===== config.mk =====
export PLATFORM = sky130hd
export DESIGN_NAME = vga_timing_gen
export DESIGN_NICKNAME = d
export VERILOG_FILES = /design/src/rtl/vga_timing_gen.sv
export SDC_FILE = /design/constraint.sdc
export NUM_CORES = 1
export LEC_CHECK = 0
export ABC_AREA = 0
export BUFFER_PORTS_ARGS = -buffer_cell sky130_fd_sc_hd__buf_2
export CORE_MARGIN = 4
export CORE_UTILIZATION = 35
export DETAILED_ROUTE_END_ITERATION = 10
export GPL_TIMING_DRIVEN = 0
export PLACE_DENSITY = 0.54
export REMOVE_ABC_BUFFERS = 1
export SETUP_SLACK_MARGIN = 0.2
export SLEW_MARGIN = 20
export SYNTH_ARGS = -nofsm -noshare
export SYNTH_HDL_FRONTEND = slang
export SYNTH_SLANG_ARGS = --single-unit

===== constraint.sdc =====
create_clock -name clk -period 9.8 [get_ports clk]
set_input_delay 1.96 -clock clk [delete_from_list [all_inputs] [get_ports clk]]
set_output_delay 1.96 -clock clk [all_outputs]
set_load 0.05 [all_outputs]

===== src/rtl/vga_timing_gen.sv =====
// VGA raster timing generator: shadowed timing registers, live counters, registered sync/blank/RGB.
// Define VGA_TIMING_UNDERFLOW_EN to substitute UF_COLOR and flag underflow when the pixel source runs dry.
module vga_timing_gen #(
  parameter int              CW       = 4,
  parameter int              HW       = 12,
  parameter int              VW       = 11,
  parameter logic            HS_POL   = 1'b0,
  parameter logic            VS_POL   = 1'b0,
  parameter logic [3*CW-1:0] UF_COLOR = '0
) (
  input  logic            clk,
  input  logic            resetn,
  input  logic            en_i,
  input  logic            pix_ce_i,
  input  logic [HW-1:0]   hsync_end_i,
  input  logic [HW-1:0]   hpulse_end_i,
  input  logic [HW-1:0]   hdata_begin_i,
  input  logic [HW-1:0]   hdata_end_i,
  input  logic [VW-1:0]   vsync_end_i,
  input  logic [VW-1:0]   vpulse_end_i,
  input  logic [VW-1:0]   vdata_begin_i,
  input  logic [VW-1:0]   vdata_end_i,
  input  logic [3*CW-1:0] data_i,
  input  logic            data_valid_i,
  input  logic            underflow_clr_i,
  output logic            data_req_o,
  output logic [CW-1:0]   red_o,
  output logic [CW-1:0]   green_o,
  output logic [CW-1:0]   blue_o,
  output logic            hsync_o,
  output logic            vsync_o,
  output logic            blank_o,
  output logic            line_start_o,
  output logic            frame_start_o,
  output logic [HW-1:0]   hcount_o,
  output logic [VW-1:0]   vcount_o,
  output logic            underflow_o
);

  logic [HW-1:0]   hcount, hs_end, hp_end, hd_beg, hd_end;
  logic [VW-1:0]   vcount, vs_end, vp_end, vd_beg, vd_end;
  logic [3*CW-1:0] rgb, pix;
  logic            tick, h_wrap, v_wrap, active;

  assign tick   = en_i & pix_ce_i;
  // End values of 0 or 1 pin the counter at 0 instead of underflowing end-1.
  assign h_wrap = (hs_end <= HW'(1)) || (hcount >= hs_end - HW'(1));
  assign v_wrap = (vs_end <= VW'(1)) || (vcount >= vs_end - VW'(1));
  assign active = (hcount >= hd_beg) && (hcount < hd_end) &&
                  (vcount >= vd_beg) && (vcount < vd_end);

  assign data_req_o = active & tick;
  assign hcount_o   = hcount;
  assign vcount_o   = vcount;
  assign red_o      = rgb[CW-1:0];
  assign green_o    = rgb[2*CW-1:CW];
  assign blue_o     = rgb[3*CW-1:2*CW];

  // Timing only reloads while idle or at the frame boundary so a frame is never torn.
  always_ff @(posedge clk or negedge resetn) begin
    if (!resetn) begin
      hs_end <= '0; hp_end <= '0; hd_beg <= '0; hd_end <= '0;
      vs_end <= '0; vp_end <= '0; vd_beg <= '0; vd_end <= '0;
    end else if (!en_i || (tick && h_wrap && v_wrap)) begin
      hs_end <= hsync_end_i;   hp_end <= hpulse_end_i;
      hd_beg <= hdata_begin_i; hd_end <= hdata_end_i;
      vs_end <= vsync_end_i;   vp_end <= vpulse_end_i;
      vd_beg <= vdata_begin_i; vd_end <= vdata_end_i;
    end
  end

  always_ff @(posedge clk or negedge resetn) begin
    if (!resetn) begin
      hcount <= '0;
      vcount <= '0;
    end else if (!en_i) begin
      hcount <= '0;
      vcount <= '0;
    end else if (tick) begin
      if (h_wrap) begin
        hcount <= '0;
        vcount <= v_wrap ? '0 : vcount + VW'(1);
      end else begin
        hcount <= hcount + HW'(1);
      end
    end
  end

  always_comb begin
    pix = '0;
    if (active) pix = data_i;
`ifdef VGA_TIMING_UNDERFLOW_EN
    if (active && !data_valid_i) pix = UF_COLOR;
`endif
  end

  always_ff @(posedge clk or negedge resetn) begin
    if (!resetn) begin
      hsync_o       <= ~HS_POL;
      vsync_o       <= ~VS_POL;
      blank_o       <= 1'b0;
      rgb           <= '0;
      line_start_o  <= 1'b0;
      frame_start_o <= 1'b0;
    end else if (!en_i) begin
      hsync_o       <= ~HS_POL;
      vsync_o       <= ~VS_POL;
      blank_o       <= 1'b0;
      rgb           <= '0;
      line_start_o  <= 1'b0;
      frame_start_o <= 1'b0;
    end else if (tick) begin
      hsync_o       <= (hcount < hp_end) ? HS_POL : ~HS_POL;
      vsync_o       <= (vcount < vp_end) ? VS_POL : ~VS_POL;
      blank_o       <= active;
      rgb           <= pix;
      line_start_o  <= (hcount == '0);
      frame_start_o <= (hcount == '0) && (vcount == '0);
    end else begin
      line_start_o  <= 1'b0;
      frame_start_o <= 1'b0;
    end
  end

`ifdef VGA_TIMING_UNDERFLOW_EN
  // Set has priority so an underflow coinciding with a clear is not lost.
  always_ff @(posedge clk or negedge resetn) begin
    if (!resetn)                           underflow_o <= 1'b0;
    else if (data_req_o && !data_valid_i)  underflow_o <= 1'b1;
    else if (underflow_clr_i)              underflow_o <= 1'b0;
  end
`else
  assign underflow_o = 1'b0;
  wire unused_uf = &{1'b0, data_valid_i, underflow_clr_i, UF_COLOR};
`endif

endmodule


### Word level (Yosys, flattened, before mapping)

Index checks and enable logic that the tools add are counted.
Widths: inputs -> output; s select.

| storage, ports and cells | value |
|---|---|
| register bits after elaboration | 132 |
| bits of input ports | 110 |

| operators by class | value |
|---|---|
| add/subtract/negate cells | 4 |
| magnitude comparators | 10 |
| eq/ne operators | 2 |
| muxes and demuxes | 22 |
| bitwise gates (word level) | 2 |
| reductions and logical operators | 13 |

Operator list:

| kind | count |
|---|---|
| $mux 12 | 6 |
| $mux 11 | 4 |
| $ge 12x12->1 | 2 |
| $lt 12x12->1 | 2 |
| $ge 11x11->1 | 2 |
| $lt 11x11->1 | 2 |
| $add 12x1->12 const B | 1 |
| $le 12x1->1 const B | 1 |
| $logic_not 12->1 | 1 |
| $mux 1 | 12 |
| $sub 12x1->12 const B | 1 |
| $add 11x1->11 const B | 1 |
| $le 11x1->1 const B | 1 |
| $logic_not 11->1 | 1 |
| $sub 11x1->11 const B | 1 |
| $logic_and 1x1->1 | 6 |
| $ne 2x1->1 const B | 2 |
| $logic_or 1x1->1 | 3 |
| $and 1x1->1 | 2 |
| $reduce_and 2->1 | 1 |
| $logic_not 1->1 | 1 |

### Longest topological paths before layout

Gate-level depths: netlist of the first run.

| logic depth | value |
|---|---|
| depth after elaboration | 7 |
| depth in mapped cells | 15 |
| depth with buffers taken out | 12 |

### Worst setup path before layout of the first run

Ideal clock, no wire load.

| timing path | value |
|---|---|
| kind | input port to output port |
| start point | input pix_ce_i |
| end point | output data_req_o |
| arrival time | 3.525 ns |
| setup slack | 4.315 ns |
| cell stages on the path | 6 |
| path through | nand2_1 a2111oi_0 o21ai_0 nor4_2 buf_2 and2_1 |

| on the way | value |
|---|---|
| word-level cells in the longest chain between the ends | 2 |

RTL lines:

| element | RTL line | text |
|---|---|---|
| from (decl) | 14 | `input logic pix_ce_i,` |
| $and 1x1->1 | 45 | `assign tick = en_i & pix_ce_i;` |
| $and 1x1->1 | 52 | `assign data_req_o = active & tick;` |
| to (decl) | 26 | `output logic data_req_o,` |

Every way passes these cells.

### Worst setup path after layout of the first run

| timing path | value |
|---|---|
| start point | input en_i |
| end point | output data_req_o |

| on the way | value |
|---|---|
| word-level cells in the longest chain between the ends | 2 |

RTL lines:

| element | RTL line | text |
|---|---|---|
| from (decl) | 13 | `input logic en_i,` |
| $and 1x1->1 | 45 |  |
| $and 1x1->1 | 52 |  |

Every way passes these cells.

==> reports/metrics.csv, run 1 <==
metric,value,unit
outcome,"finished, final reports clean",
p_clk_share,37.4,%
setup_tns,0,ns
hold_buffers,0,
post-cts-setup-buffers,0,
finalPower,1.64,mW
ios,152,
maxCapViolations,0,
synth.area.mux_share,13.2,%
synth_top_area_share,40.9,%
p_leak,4.86,nW
numPortBuffers,148,
worst_pin_slew,0.624,ns
combPwrFrac,20.7,%
synthAdderAreaFrac,15.1,%
worst_slack,4.05,ns
first_pass_iters,4,
cell_internal_pwr,1.15,mW
grt_max_degree,82,
cp.required,7.84,ns
dp_hpwl,14400,um
yosysSeqAreaShare,41.6,%
via_per_inst,5.08,
num_antenna_cells,0,
synth_compound_area_share,10.5,%
drtIter0Drc,231,
antenna_found_initial,1,
finalMaxSlewViolations,0,
synth_edf_count,0,
period_share,58.6,%
critical-path-slowest-cell,nor4_4,
fin_skew,0.00909,ns
start_util,36.0,%
nets,1075,
p_sw,487,uW
synth_cell_types,63,
postSynthAreaPerCell,11.1,um2
num_vias,5901,
row_count,54,
clockRootBuffer,clkbuf_16,
htreeDepth,4,
powerDensity,172,nW/um2
syn2layout_area_growth,20.0,%
place.gp.congestion,0.760,
place_ws,4.00,ns
clock_latency,0.43,ns
die_x,159,um
hp-class,reg -> reg,
cts_tree,built,
cts.reportedPaths.clkPinSlew,0.06,ns
grtUsageTotal,16.1,%
ctsResizeCount,0,
cp.arrival,3.79,ns
synth-simple-area-share,10.7,%
criticalPathCategory,in -> out,
fin_crit,5.75,ns
max_stage_delay,0.32,ns
wl_per_cell,17.0,um
p_seq_share,41.9,%
startpoint_type,input pin,
cpMostUsedCell,buf_2,
cts.sinks,132,
clockBufferDepth,2,
ys_warn_count,0,
die_h,159,um
timing.fmax,174,MHz
hold_viol,0,
max-slew-margin-rel,58.4,%
yosysTopAreaCell,dfrtp_1,
cp-end-kind,output pin,
p_sw_share,29.8,%
rsz0062_at_grt,false,
setup_viol,0,
grt_pass1_wl,31300,um
ys_seq_elements,132,
synth_top_family_by_area,adder cells,
max-vdd-ir-drop,96.9,uV
worst-path-buf-inv,3,
dieArea,25200,um2
core_area,22100,um2
remaining_drc_errors,0,
gr-total-overflow,0,
layout-drive-gt1-share,32.5,%
cp_top_family,simple AND/OR/NAND/NOR gates,
ys_async_sr_fraction,100,%
postSynthCellCount,716,
final_core_util,43.2,%
cp_cell_sequence,buf_2 > nand2_1 > a2111oi_0 > o21ai_0 > nor4_4 > buf_6 > and2_1 > buf_2,
synth_area_leaders,"dfrtp_1 (41%), ha_1 (15%), mux2_2 (13%)",
synth_area,7950,um2
wirelength,19800,um
final_antenna_net_count,0,
synth-xor-area-share,2.98,%
path_max_fanout,14,
grt_pass1_vias,5973,
fillers,2148,
synthFlopType,dfrtp_1,
cts_made_buffers,17,
## kinds of logic after synthesis
logic type / count (synthesis)
simple gates: 150
flops: 132
compound gates: 120
buf+inv: 98
fa+ha+maj: 96
mux: 92
xor+xnor: 27
other cells: 1
## stage by stage
stage / cells / instance area, um2 / hold slack [ns]
floorplan: 697 / 7780 / 0.475
global placement: 1125 / 8870 / 0.469
finish: 1162 / 9540 / 0.488
global route: 1162 / 9540 / 0.504
detailed placement: 1130 / 8980 / 0.476
CTS: 1162 / 9540 / 0.491
## layout by cell type, fill, tap and decap left out, drive strengths merged, types with 14 or more instances in the layout
cell and count:
buf 153, dfrtp 130, ha 96, mux2 92
inv 80, a21oi 38, nor2 33, nand2 24
clkbuf 20, a21o 18, nand3 17, o21ai 17
xnor2 15, nand4 14
## worst paths after layout
check                           startpoint    endpoint  slack, ns  depth (start not counted)
worst min-delay path               rgb[10]     rgb[10]       0.49                          1
max in group asynchronous           resetn     vsync_o       7.61                          2
worst max register to register   hs_end[6]   hs_end[7]       5.66                         12
worst min register to register     rgb[10]     rgb[10]       0.49                          1
worst max-delay path                  en_i  data_req_o       4.05                          8
min in group asynchronous           resetn   vp_end[1]       1.43                          1
## sequential cells by signal, summed over array words and instances, names as in the netlist
signal and count:
rgb 12, vs_end 11, hd_end 12, hd_beg 12, hcount_o 12, hs_end 12, blank_o 1, frame_start_o 1
hp_end 12, vcount_o 11, vd_beg 11, hsync_o 1, line_start_o 1, vp_end 11, vd_end 11, vsync_o 1
## layout make-up
class                           instances  area (um2)  share of cell area, %
Sequential cell                       132        3310                   34.7
Inverter                               79         297                   3.11
Clock inverter                         12         108                   1.13
Timing Repair Buffer                  153         845                   8.85
Tap cell                              280         350                   3.67
Multi-Input combinational cell        486        4190                   43.9
Clock buffer                           20         447                   4.68
## Yosys cell counts (all sizes together) (7+ instances only)
| master | number |
|---|---|
| nand3 | 17 |
| buf | 15 |
| a21o | 18 |
| ha | 96 |
| a21oi | 38 |
| and3 | 7 |
| xor2 | 12 |
| mux2 | 92 |
| nand2 | 24 |
| nor4 | 10 |
| dfrtp | 130 |
| nand4 | 14 |
| xnor2 | 15 |
| o21ai | 17 |
| inv | 79 |
| nor2 | 33 |
| a32o | 12 |
| nand2b | 9 |
| nor3 | 9 |
## per-layer routing
| layer | routed length, um | track usage [%] | vias up |
|---|---|---|---|
| met1 | 9210 | 21.4 | 2843 |
| met5 | 13 | 0 | - |
| met3 | 1090 | 3.78 | 14 |
| met4 | 148 | 4.71 | 2 |
| li1 | - | - | 2906 |
| met2 | 9300 | 26.3 | 136 |
## power groups by stage
stage | Clock [mW] | Sequential (mW) | Combinational [mW]
after floorplan | 0 | 0.696 | 0.232
after global placement | 0 | 0.696 | 0.332
after detailed placement | 0 | 0.698 | 0.345
after CTS | 0.630 | 0.688 | 0.347
after global routing | 0.656 | 0.700 | 0.390
final | 0.612 | 0.686 | 0.338
Power figures use the tool's default switching activity.
==> run 2: changes to the inputs <==
--- a/config.mk
+++ b/config.mk
@@ -11,7 +11,7 @@
 export CORE_UTILIZATION = 35
 export DETAILED_ROUTE_END_ITERATION = 10
 export GPL_TIMING_DRIVEN = 0
-export PLACE_DENSITY = 0.54
+export PLACE_DENSITY = 0.56
 export REMOVE_ABC_BUFFERS = 1
 export SETUP_SLACK_MARGIN = 0.2
 export SLEW_MARGIN = 20
==> constraint.sdc (replaced) <==
create_clock -name clk -period 4.7 [get_ports clk]
set_input_delay 0.94 -clock clk [delete_from_list [all_inputs] [get_ports clk]]
set_output_delay 0.94 -clock clk [all_outputs]
set_load 0.05 [all_outputs]
==> run 2 against run 1 <==
  * Combinational power up 110%
  * Die area unchanged
  * Sequential power up 110%
  * Cell count up 0.17%
  * Sequential share of layout area down 0.26 points
  * Worst setup slack worse by 3.4 ns
  * Flip-flop and latch count unchanged
  * Non-clock buffer count up 1
  * Highest routed layer is now met4
==> reports/metrics.csv, run 2 (synthesis gave the netlist of run 1 again) <==
metric,value,unit,change
final_cell_mix,"buf_2 (147), dfrtp_1 (130), ha_1 (96)",,
die_x,159,um,unchanged
layout-drive-gt1-share,32.9,%,+0.38 points
worst_slack,0.629,ns,-3.42 ns
final_antenna_net_count,0,,unchanged
hold_buffers,0,,unchanged
nets,1077,,+0.19%
ios,152,,unchanged
finalMaxSlewViolations,0,,unchanged
numPortBuffers,148,,unchanged
cp.required,5.01,ns,-2.83 ns
grtUsageTotal,16.4,%,+0.25 points
max-vdd-ir-drop,168,uV,+73%
critical-path-slowest-cell,and3_1,,
cts.reportedPaths.clkPinSlew,0.06,ns,about the same
period_share,86.6,%,
powerDensity,370,nW/um2,+120%
timing.fmax,246,MHz,
maxCapViolations,0,,unchanged
startpoint_type,flop,,
die_h,159,um,unchanged
rsz0062_at_grt,false,,
gr-total-overflow,0,,unchanged
grt_max_degree,91,,+11%
cts_made_buffers,17,,unchanged
core_area,22100,um2,unchanged
fin_crit,4.07,ns,
antenna_found_initial,0,,-1
cp.arrival,4.38,ns,+0.59 ns
wirelength,20100,um,+1.5%
cp_cell_sequence,nor4_4 > or2b_1 > nor4_1 > xnor2_1 > ha_1 > nand4_1 > nor3_1 > o21ai_0 > and3_1 > nor2_8 > buf_12 > mux2_2,,
post-cts-setup-buffers,0,,unchanged
fin_skew,0.0133,ns,+0.00420 ns
ctsResizeCount,0,,unchanged
cts.sinks,132,,unchanged
grt_pass1_wl,32000,um,+2.2%
worst_pin_slew,0.875,ns,+0.251 ns
clockBufferDepth,2,,unchanged
place_ws,0.383,ns,-3.62 ns
clockRootBuffer,clkbuf_16,,
clock_latency,0.43,ns,about the same
cp-end-kind,flop,,
cts_tree,built,,
remaining_drc_errors,0,,unchanged
row_count,54,,unchanged
p_leak,4.89,nW,+0.71%
fillers,2121,,-1.3%
outcome,"finished, final reports clean",,
drtIter0Drc,200,,-13%
first_pass_iters,4,,unchanged
hold_viol,0,,unchanged
htreeDepth,4,,unchanged
syn2layout_area_growth,20.9,%,
start_util,36.0,%,unchanged
rrSetupSlack,0.63,ns,-5.03 ns
max-slew-margin-rel,41.4,%,-17 points
final_common_cell,buf_2,,
grt_pass1_vias,6120,,+2.5%
place.gp.congestion,0.787,,+3.5%
max_stage_delay,0.49,ns,+0.17 ns
hold_ws,0.403,ns,-0.0852 ns
criticalPathCategory,reg -> reg,,
num_antenna_cells,0,,unchanged
via_per_inst,5.12,,+0.78%
dp_hpwl,14300,um,-0.40%
setup_viol,0,,unchanged
setup_tns,0,ns,unchanged
path_max_fanout,32,,+18
wl_per_cell,17.2,um,+1.3%
hp-class,in -> async,,
dieArea,25200,um2,unchanged
num_vias,5957,,+0.95%
==> run 2: changes by cell type in the layout (fill, tap and decap cells not counted), moves of 2 or more <==
cell,before,now
clkbuf_8,1,3
buf_4,0,3
bufinv_16,1,3
clkbuf_1,2,0
clkinv_4,3,1
==> run 2: final cells by class <==
class	count	area, um2	area share, %
Clock buffer	20	467	4.86
Multi-Input combinational cell	487	4200	43.7
Timing Repair Buffer	154	841	8.75
Tap cell	280	350	3.64
Clock inverter	12	153	1.59
Inverter	79	297	3.09
Sequential cell	132	3310	34.4
==> run 2: worst max-delay path: cells and delay by family, from the launching register on <==
| kind | cells | cell delay [ns] |
|---|---|---|
| AND/OR/NAND/NOR | 7 | 2.17 |
| multiplexers | 1 | 0.35 |
| buffers and inverters | 1 | 0.28 |
| AO/OA/AOI/OAI | 1 | 0.25 |
| XOR/XNOR | 1 | 0.12 |
| adder cells (fa/ha/maj) | 1 | 0.32 |
| flip-flops | 1 | 0.44 |
==> run 2: per-layer routing <==
metal,routed length [um],track usage [%],vias to the layer above
met1,9020,21.1,2891
li1,-,-,2903
met5,0,0,-
met4,273,5.04,0
met2,9720,27.4,138
met3,1050,3.59,25
==> run 2: report_power, final <==
group,switching (mW),total [mW],internal (mW)
registers,0.134,1.44,1.30
clock network,0.532,1.41,0.876
logic,0.354,0.709,0.355
==> run 2: final timing paths <==
| path | startpoint | to | depth (start not counted) |
|---|---|---|---|
| worst max-delay path | hs_end[6] | hs_end[7] | 12 |
| worst min-delay path | resetn | vp_end[1] | 1 |
| worst max register to register | hs_end[6] | hs_end[7] | 12 |
| worst min register to register | rgb[4] | rgb[4] | 1 |
| max in group asynchronous | resetn | vs_end[6] | 2 |
| min in group clk | rgb[4] | rgb[4] | 1 |
==> run 2: per-stage QoR <==
| step | power [mW] | instance area [um2] | utilization [%] | cells |
|---|---|---|---|---|
| 2_1_floorplan | 1.93 | 7780 | - | 697 |
| 3_3_place_gp | 2.14 | 8870 | 40.1 | 1125 |
| 3_5_place_dp | 2.17 | 8960 | 40.5 | 1128 |
| 4_1_cts | 3.60 | 9580 | 43.4 | 1160 |
| 5_1_grt | 3.78 | 9610 | 43.5 | 1164 |
| 6_report | 3.55 | 9610 | 43.5 | 1164 |
==> run 3: changes to the inputs <==
--- a/config.mk
+++ b/config.mk
@@ -9,6 +9,7 @@
 export BUFFER_PORTS_ARGS = -buffer_cell sky130_fd_sc_hd__buf_2
 export CORE_MARGIN = 4
 export CORE_UTILIZATION = 35
+export CTS_BUF_LIST = sky130_fd_sc_hd__clkbuf_4
 export DETAILED_ROUTE_END_ITERATION = 10
 export GPL_TIMING_DRIVEN = 0
 export PLACE_DENSITY = 0.56
==> run 3 against run 2 <==
  * Clock power down 42%
  * Critical path type is now reg -> out
  * Worst setup slack worse by 0.10 ns
  * Clock skew grew 0.010 ns
  * Sequential share of layout area grew 1.2 points
==> reports/metrics.csv, run 3 (synthesis gave the netlist of run 1 again) <==
metric,value,unit,change
grt_max_degree,91,,unchanged
powerDensity,319,nW/um2,-14%
path_max_fanout,14,,-56%
place_area,8960,um2,unchanged
cts_tree,built,,
max-slew-margin-rel,41.7,%,+0.33 points
final_core_util,42.0,%,-1.5 points
criticalPathCategory,reg -> out,,
p_clk_share,27.8,%,-12 points
grtUsageTotal,16.2,%,-0.21 points
clockBufferDepth,2,,unchanged
cts.reportedPaths.clkPinSlew,0.13,ns,+0.07 ns
multiInputGateArea,4200,um2,unchanged
cts_made_buffers,17,,unchanged
start_util,36.0,%,unchanged
period_share,88.8,%,+2.2 points
timing.critical_path.from,hcount_o[0],,
rsz0062_at_grt,false,,
cp.required,3.76,ns,-1.25 ns
hold_ws,0.257,ns,-0.146 ns
dp.cells,1128,,unchanged
num_antenna_cells,0,,unchanged
via_per_inst,5.06,,-1.1%
hp-class,in -> async,,
num_vias,5891,,-1.1%
cp-end-kind,output pin,,
wl_per_cell,17.0,um,-1.1%
die_x,159,um,unchanged
row_count,54,,unchanged
stdcell_area,9280,um2,-3.4%
worst_slack,0.525,ns,-0.104 ns
place_ws,0.383,ns,unchanged
rrSetupSlack,0.63,ns,about the same
cp.arrival,3.24,ns,-1.14 ns
ctsResizeCount,0,,unchanged
clockRootBuffer,clkbuf_4,,
die_h,159,um,unchanged
core_area,22100,um2,unchanged
clock_latency,0.56,ns,+0.13 ns
p_seq_share,48.3,%,+7.9 points
final_common_cell,buf_2,,
final_cells,1164,,unchanged
ios,152,,unchanged
cp-endpoint,data_req_o,,
remaining_drc_errors,0,,unchanged
antenna_found_initial,0,,unchanged
reg2reg_from,hs_end[6],,
fin_skew,0.0233,ns,+0.0100 ns
cell_internal_pwr,2.01,mW,-20%
first_pass_iters,5,,+1
grt_pass1_wl,31700,um,-0.82%
layout-drive-gt1-share,32.6,%,-0.34 points
grt_pass1_vias,6090,,-0.49%
outcome,"finished, final reports clean",,
gr-total-overflow,0,,unchanged
timing.fmax,240,MHz,-2.5%
fin_crit,4.18,ns,+0.104 ns
dieArea,25200,um2,unchanged
dp_hpwl,14300,um,unchanged
worst_pin_slew,0.870,ns,-0.00490 ns
rr_worst_depth,12,,unchanged
final_antenna_net_count,0,,unchanged
nets,1077,,unchanged
combPwrFrac,23.9,%,+3.9 points
drtIter0Drc,190,,-5.0%
place.gp.congestion,0.787,,unchanged
fillers,2162,,+1.9%
maxCapViolations,0,,unchanged
finalPower,2.96,mW,-17%
finalMaxSlewViolations,0,,unchanged
p_sw_share,32.0,%,+3.3 points
startpoint_type,flop,,
r2r_end,hs_end[7],,
p_sw,946,uW,-7.2%
setup_tns,0,ns,unchanged
syn2layout_area_growth,16.8,%,
cts.sinks,132,,unchanged
final_cell_mix,"buf_2 (147), dfrtp_1 (130), ha_1 (96)",,
max-vdd-ir-drop,162,uV,-3.6%
wirelength,19800,um,-1.1%
p_leak,4.74,nW,-3.0%
regArea,3310,um2,unchanged
numPortBuffers,148,,unchanged
hold_viol,0,,unchanged
htreeDepth,4,,unchanged
setup_viol,0,,unchanged
## run 3: changes by cell type in the layout (fill, tap and decap cells not counted), sizes merged
| cell | change |
|---|---|
| clkinv | +3 |
| clkbuf | -3 |
## run 3: timing repair
item                                    in CTS  in global routing
cloned                                       0                  1
hold buffers                                 0                  0
pin swaps                                    1                  2
buffers inserted                             0                  3
endpoints found under the setup margin       1                 58
## run 3: layout make-up
cell class / instances / area share [%]
well taps: 280 / 3.77
clock inverters: 15 / 1.77
repair buffers: 154 / 9.06
inverters: 79 / 3.19
multi-input cells: 487 / 45.2
flip-flops and latches: 132 / 35.6
clock buffers: 17 / 1.37
## run 3: how the worst min path moves through the flow
stage	cells after the start	slack, ns	end
4_1_cts	1	0.22	vd_end[0]
3_3_place_gp	1	0.47	rgb[0]
2_1_floorplan	1	0.47	hd_end[0]
5_1_grt	1	0.20	vd_end[0]
6_report	1	0.26	vd_end[0]
3_5_place_dp	1	0.48	rgb[4]
## run 3: worst max-delay path, stage by stage (launching register included)
cell and delay, ns:
dfrtp_1 0.53, inv_1 0.17, ha_1 0.31, nand2b_1 0.14
a21oi_1 0.13, o21ai_0 0.18, a221o_1 0.40, o211a_1 0.41
and2_1 0.23, buf_2 0.20
## run 3: power by group through the flow
stage / combinational, mW / sequential, mW / clock (mW)
after floorplan: 0.484 / 1.45 / 0
after global placement: 0.690 / 1.45 / 0
after detailed placement: 0.716 / 1.46 / 0
after CTS: 0.718 / 1.44 / 0.859
after global routing: 0.821 / 1.46 / 0.916
final: 0.706 / 1.43 / 0.824
## run 3: routing by layer
metal	routed length [um]	track usage (%)	part of all wire [%]	vias up
li1	-	-	-	2889
met1	8840	21.0	45	2850
met2	9670	27.1	49	138
met3	1150	4.05	5.8	14
met4	171	3.82	0.86	0
met5	0	0	0	-
